### src/rtl/axi_4_mst.sv
// AXI4-Lite master with one transaction in flight: a user command becomes one
// AXI write (AW+W, then B) or read (AR, then R), and the slave's reply is returned on rsp_*.
module axi_4_mst #(
  parameter int C_AXI_DATA_WIDTH = 32,
  parameter int C_ADDR_WIDTH     = 4
) (
  input  logic                            M_AXI_ACLK,
  input  logic                            M_AXI_ARESET,
  input  logic                            cmd_valid,
  output logic                            cmd_ready,
  input  logic                            cmd_write,
  input  logic [C_ADDR_WIDTH-1:0]         cmd_addr,
  input  logic [C_AXI_DATA_WIDTH-1:0]     cmd_wdata,
  input  logic [C_AXI_DATA_WIDTH/8-1:0]   cmd_wstrb,
  output logic                            rsp_valid,
  input  logic                            rsp_ready,
  output logic                            rsp_write,
  output logic [C_AXI_DATA_WIDTH-1:0]     rsp_rdata,
  output logic [1:0]                      rsp_resp,
  output logic                            M_AXI_AWVALID,
  input  logic                            M_AXI_AWREADY,
  output logic [C_ADDR_WIDTH-1:0]         M_AXI_AWADDR,
  output logic [2:0]                      M_AXI_AWPROT,
  output logic                            M_AXI_WVALID,
  input  logic                            M_AXI_WREADY,
  output logic [C_AXI_DATA_WIDTH-1:0]     M_AXI_WDATA,
  output logic [C_AXI_DATA_WIDTH/8-1:0]   M_AXI_WSTRB,
  input  logic                            M_AXI_BVALID,
  output logic                            M_AXI_BREADY,
  input  logic [1:0]                      M_AXI_BRESP,
  output logic                            M_AXI_ARVALID,
  input  logic                            M_AXI_ARREADY,
  output logic [C_ADDR_WIDTH-1:0]         M_AXI_ARADDR,
  output logic [2:0]                      M_AXI_ARPROT,
  input  logic                            M_AXI_RVALID,
  output logic                            M_AXI_RREADY,
  input  logic [C_AXI_DATA_WIDTH-1:0]     M_AXI_RDATA,
  input  logic [1:0]                      M_AXI_RRESP
);

  localparam int STRB_W = C_AXI_DATA_WIDTH / 8;

  typedef enum logic [2:0] {
    IDLE    = 3'd0,
    WR_REQ  = 3'd1,
    WR_RESP = 3'd2,
    RD_REQ  = 3'd3,
    RD_DATA = 3'd4,
    RESP    = 3'd5
  } state_t;

  state_t                        state_q, state_d;
  logic [C_ADDR_WIDTH-1:0]       addr_q, addr_d;
  logic [C_AXI_DATA_WIDTH-1:0]   wdata_q, wdata_d;
  logic [STRB_W-1:0]             wstrb_q, wstrb_d;
  logic                          awvalid_q, awvalid_d;
  logic                          wvalid_q, wvalid_d;
  logic                          arvalid_q, arvalid_d;
  logic                          rsp_write_q, rsp_write_d;
  logic [C_AXI_DATA_WIDTH-1:0]   rsp_rdata_q, rsp_rdata_d;
  logic [1:0]                    rsp_resp_q, rsp_resp_d;
  logic                          aw_done, w_done;

  always_ff @(posedge M_AXI_ACLK or posedge M_AXI_ARESET) begin
    if (M_AXI_ARESET) begin
      state_q     <= IDLE;
      addr_q      <= '0;
      wdata_q     <= '0;
      wstrb_q     <= '0;
      awvalid_q   <= 1'b0;
      wvalid_q    <= 1'b0;
      arvalid_q   <= 1'b0;
      rsp_write_q <= 1'b0;
      rsp_rdata_q <= '0;
      rsp_resp_q  <= 2'b00;
    end else begin
      state_q     <= state_d;
      addr_q      <= addr_d;
      wdata_q     <= wdata_d;
      wstrb_q     <= wstrb_d;
      awvalid_q   <= awvalid_d;
      wvalid_q    <= wvalid_d;
      arvalid_q   <= arvalid_d;
      rsp_write_q <= rsp_write_d;
      rsp_rdata_q <= rsp_rdata_d;
      rsp_resp_q  <= rsp_resp_d;
    end
  end

  always_comb begin
    state_d     = state_q;
    addr_d      = addr_q;
    wdata_d     = wdata_q;
    wstrb_d     = wstrb_q;
    awvalid_d   = awvalid_q;
    wvalid_d    = wvalid_q;
    arvalid_d   = arvalid_q;
    rsp_write_d = rsp_write_q;
    rsp_rdata_d = rsp_rdata_q;
    rsp_resp_d  = rsp_resp_q;
    // A channel counts as done once its VALID has dropped or is being accepted now.
    aw_done     = !awvalid_q || M_AXI_AWREADY;
    w_done      = !wvalid_q  || M_AXI_WREADY;

    case (state_q)
      IDLE: begin
        if (cmd_valid) begin
          addr_d = cmd_addr;
          if (cmd_write) begin
            wdata_d   = cmd_wdata;
            wstrb_d   = cmd_wstrb;
            awvalid_d = 1'b1;
            wvalid_d  = 1'b1;
            state_d   = WR_REQ;
          end else begin
            arvalid_d = 1'b1;
            state_d   = RD_REQ;
          end
        end
      end
      WR_REQ: begin
        if (awvalid_q && M_AXI_AWREADY) awvalid_d = 1'b0;
        if (wvalid_q && M_AXI_WREADY)   wvalid_d  = 1'b0;
        if (aw_done && w_done)          state_d   = WR_RESP;
      end
      WR_RESP: begin
        if (M_AXI_BVALID) begin
          rsp_resp_d  = M_AXI_BRESP;
          rsp_write_d = 1'b1;
          rsp_rdata_d = '0;
          state_d     = RESP;
        end
      end
      RD_REQ: begin
        if (M_AXI_ARREADY) begin
          arvalid_d = 1'b0;
          state_d   = RD_DATA;
        end
      end
      RD_DATA: begin
        if (M_AXI_RVALID) begin
          rsp_resp_d  = M_AXI_RRESP;
          rsp_write_d = 1'b0;
          rsp_rdata_d = M_AXI_RDATA;
          state_d     = RESP;
        end
      end
      RESP: begin
        if (rsp_ready) state_d = IDLE;
      end
      default: state_d = IDLE;
    endcase
  end

  // Gating with reset keeps cmd_ready low while reset is held, high right after release.
  assign cmd_ready     = (state_q == IDLE) && !M_AXI_ARESET;
  assign rsp_valid     = (state_q == RESP);
  assign rsp_write     = rsp_write_q;
  assign rsp_rdata     = rsp_rdata_q;
  assign rsp_resp      = rsp_resp_q;

  assign M_AXI_AWVALID = awvalid_q;
  assign M_AXI_AWADDR  = addr_q;
  assign M_AXI_AWPROT  = 3'b000;
  assign M_AXI_WVALID  = wvalid_q;
  assign M_AXI_WDATA   = wdata_q;
  assign M_AXI_WSTRB   = wstrb_q;
  assign M_AXI_BREADY  = (state_q == WR_RESP);
  assign M_AXI_ARVALID = arvalid_q;
  assign M_AXI_ARADDR  = addr_q;
  assign M_AXI_ARPROT  = 3'b000;
  assign M_AXI_RREADY  = (state_q == RD_DATA);

endmodule

### config.mk
export PLATFORM = sky130hd
export DESIGN_NAME = axi_4_mst
export DESIGN_NICKNAME = d
export VERILOG_FILES = /design/src/rtl/axi_4_mst.sv
export SDC_FILE = /design/constraint.sdc
export NUM_CORES = 1
export LEC_CHECK = 0
export CAP_MARGIN = 20
export CORE_UTILIZATION = 35
export DETAILED_ROUTE_END_ITERATION = 8
export GPL_ROUTABILITY_DRIVEN = 0
export PLACE_DENSITY_LB_ADDON = 0.25
export SLEW_MARGIN = 20
export SYNTH_ARGS = -nofsm -noshare
export SYNTH_HDL_FRONTEND = slang
export SYNTH_SLANG_ARGS = --single-unit
### constraint.sdc
create_clock -name M_AXI_ACLK -period 7.1 [get_ports M_AXI_ACLK]
set_input_delay 1.42 -clock M_AXI_ACLK [delete_from_list [all_inputs] [get_ports M_AXI_ACLK]]
set_output_delay 1.42 -clock M_AXI_ACLK [all_outputs]
set_load 0.005 [all_outputs]
==> results.sh <==
export IMPL_status="finished clean"
export IMPL_dpl_instance_area_um2=5082
export IMPL_cp_required_ps=5680
export IMPL_ir_drop_v=0.0001712
export IMPL_cpMostUsedCell="clkdlybuf4s50_1"
export IMPL_drv_cap=0
export IMPL_crit_start="M_AXI_ARESET"
export IMPL_grt_max_degree=82
export IMPL_ys_ff_latch=81
export IMPL_cpLargestDelayFamily="buffers and inverters"
export IMPL_p_per_area_nw_per_um2=418.5
export IMPL_worst_slack_ps=3102
export IMPL_power_leakage_uw=0.002345
export IMPL_layout_drive_gt1_share_pct=16.30
export IMPL_syn_inst=235
export IMPL_ios=178
export IMPL_drt_wirelength_per_cell_um=15.27
export IMPL_cp_slowest_cell="clkdlybuf4s50_1"
export IMPL_cp_end_kind="primary output"
export IMPL_holdPathStages=2
export IMPL_wl_met3_um=819
export IMPL_r2r_cells=3
export IMPL_antenna_found_initial=0
export IMPL_cts_resized_gates=0
export IMPL_cp_depth=3
export IMPL_core_um2=9240
export IMPL_first_pass_iters=6
export IMPL_hold_violations=0
export IMPL_first_iter_violations=82
export IMPL_worst_pin_slew_ps=747.7
export IMPL_rr_endpoint="M_AXI_WDATA[12]"
export IMPL_avgViaCountPerCell=4.717
export IMPL_cts_path_max_buffers=2
export IMPL_antenna_cells=0
export IMPL_dieArea_um2=9954
export IMPL_die_width_um=99.77
export IMPL_seq_area_frac_synth_pct=60.58
export IMPL_final_cells=534
export IMPL_drc=0
export IMPL_rows=35
export IMPL_yosysWarnings=0
export IMPL_hold_slack_ps=496.2
export IMPL_crit_buf_inv=2
export IMPL_path_cells="clkdlybuf4s50_1, nor4_1, clkdlybuf4s50_1"
export IMPL_routed_wl_um=8152
export IMPL_crit_end="cmd_ready"
export IMPL_cts_root_buf="clkbuf_8"
export IMPL_final_setup_tns_ps=0
export IMPL_cts_setup_buffers=0
export IMPL_fmax_ghz=0.2501
export IMPL_via_count=2519
export IMPL_wl_met2_um=3690
export IMPL_arrival_ps=2580
export IMPL_postRouteAntennaNets=0
export IMPL_port_buffers=171
export IMPL_timing_rr_start="state_q[0]"
export IMPL_start_util_pct=36.21
export IMPL_avgSynthCellArea_um2=14.24
export IMPL_crit_type="in2out"
export IMPL_finalClockSkew_ps=13.97
export IMPL_fin_nets=486
export IMPL_rsz0062_at_grt="no"
export IMPL_dpl_cell_count=518
export IMPL_setup_viol=0
export IMPL_slew_violations=0
export IMPL_overflow=0
export IMPL_max_slew_margin_pct=50.16
export IMPL_cts_sinks=81
export IMPL_wl_met1_um=3504
export IMPL_numCtsBuffers=9
export IMPL_post_route_min_period_ps=3998
export IMPL_post_route_period_util_pct=56.31
export IMPL_syn_area_um2=3346
export IMPL_cts_tree="done"
export IMPL_cts_htree_levels=3
export IMPL_min_path_type="reg2reg"
export IMPL_die_h_um=99.77
export IMPL_grt_pass1_vias=2567
export IMPL_dr_max_layer_used="met4"
export IMPL_dp_slack_ps=3091
export IMPL_clkTransAtPathRegs_ps=80
export IMPL_grt_use_total_pct=17.07
export IMPL_worstSetupStartpointType="input pin"
export IMPL_r2r_slack_ps=4980
export IMPL_synth_cell_types=31
export IMPL_ctsHoldBuffers=0
export IMPL_clock_latency_ps=350
export IMPL_crit_path_max_incr_delay_ps=550
export IMPL_fin_area_um2=5328
export IMPL_crit_fanout=2
export IMPL_grt_pass1_wl_um=13110
export IMPL_hpwl_um=5636
export IMPL_syn2layout_area_growth_pct=59.24
[kinds of logic (layout without fill, tap and decap cells)]
kind of cell | after synthesis | in the layout | synth area share, %
DFF | 81 | 81 | 60.58
AOI/OAI and AO/OA | 50 | 50 | 12.30
muxes | 42 | 42 | 16.08
buffers and inverters | 31 | 196 | 5.909
and+or+nand+nor | 30 | 30 | 5.011
other | 1 | 6 | 0.1121
[synthesized netlist by cell type (all sizes together)]
master / number / area share [%]
and2: 2 / 0.37
a31oi: 2 / 0.82
or3: 1 / 0.19
a21oi: 4 / 0.60
mux2: 40 / 15
a22o: 32 / 8.4
nand3b: 1 / 0.22
o2bb2ai: 1 / 0.26
a311oi: 1 / 0.45
a41oi: 1 / 0.26
o21ai: 7 / 1.2
nand2b: 1 / 0.19
nor4b: 2 / 1.2
dfrtp: 81 / 61
clkbuf: 1 / 0.11
nor4: 2 / 0.37
nor2: 6 / 0.67
mux2i: 2 / 0.60
conb: 1 / 0.11
nor3: 2 / 0.30
o22ai: 2 / 0.37
inv: 7 / 0.79
nand2: 13 / 1.5
buf: 23 / 5.0
[tightest hold or removal path, delay by kind of cell (launching register included)]
family | cells | cell delay (ps)
AO/OA/AOI/OAI | 1 | 70
flip-flops | 1 | 350
AND/OR/NAND/NOR | 1 | 40
[how the worst min path moves through the flow]
stage           startpoint  slack, ps           to
2_1_floorplan  rsp_resp[0]        470  rsp_resp[0]
3_3_place_gp   rsp_resp[0]        470  rsp_resp[0]
3_5_place_dp   rsp_resp[0]        480  rsp_resp[0]
4_1_cts        rsp_resp[0]        500  rsp_resp[0]
5_1_grt        rsp_resp[0]        510  rsp_resp[0]
6_report       rsp_resp[0]        500  rsp_resp[0]
[flip-flops by register name, summed over array words and instances (netlist names)]
signal         flops
state_q            3
rsp_write          1
rsp_resp           2
M_AXI_WDATA       32
M_AXI_AWVALID      1
M_AXI_ARVALID      1
M_AXI_WVALID       1
rsp_rdata         32
M_AXI_ARADDR       4
M_AXI_WSTRB        4
[cells in the final DEF (no fill, tap or decap), drive strengths merged, types with 3 or more instances in the layout]
cell / Yosys / layout
nor2: 6 / 6
inv: 7 / 8
clkbuf: 1 / 10
a22o: 32 / 32
clkdlybuf4s50: 0 / 171
mux2: 40 / 40
conb: 1 / 6
clkinv: 0 / 3
nand2: 13 / 13
a21oi: 4 / 4
o21ai: 7 / 7
dfrtp: 81 / 81
[per-layer routing]
| layer | up-vias | track usage [%] |
|---|---|---|
| met1 | 1223 | 21.52 |
| met5 | - | 0 |
| met4 | 0 | 7.579 |
| met3 | 11 | 6.407 |
| li1 | 1159 | - |
| met2 | 126 | 26.21 |
[cell type report]
cell class	count	area [µm²]
fill	795	3913
sequential	81	2027
timing repair buffer	173	1730
multi-input combinational	128	1146
tap	129	161.4
clock buffer	10	137.6
clock inverter	6	97.59
inverter	7	27.53
[power by group]
group / total [µW] / leakage (µW) / switching [µW] / internal, µW
combinational: 1010 / 0.00123 / 336 / 675
clock: 394 / 0.000119 / 181 / 213
sequential: 825 / 0.00100 / 148 / 678
total: 2230 / 0.00235 / 665 / 1570
[metrics by stage]
step                      util [%]  total power, µW
final                        57.66             2230
after global routing         57.66             2383
after CTS                    57.55             2260
after detailed placement     55.00             1853
after global placement       55.00             1827
after floorplan                  -             1297
(Power assumes the default switching activity.)
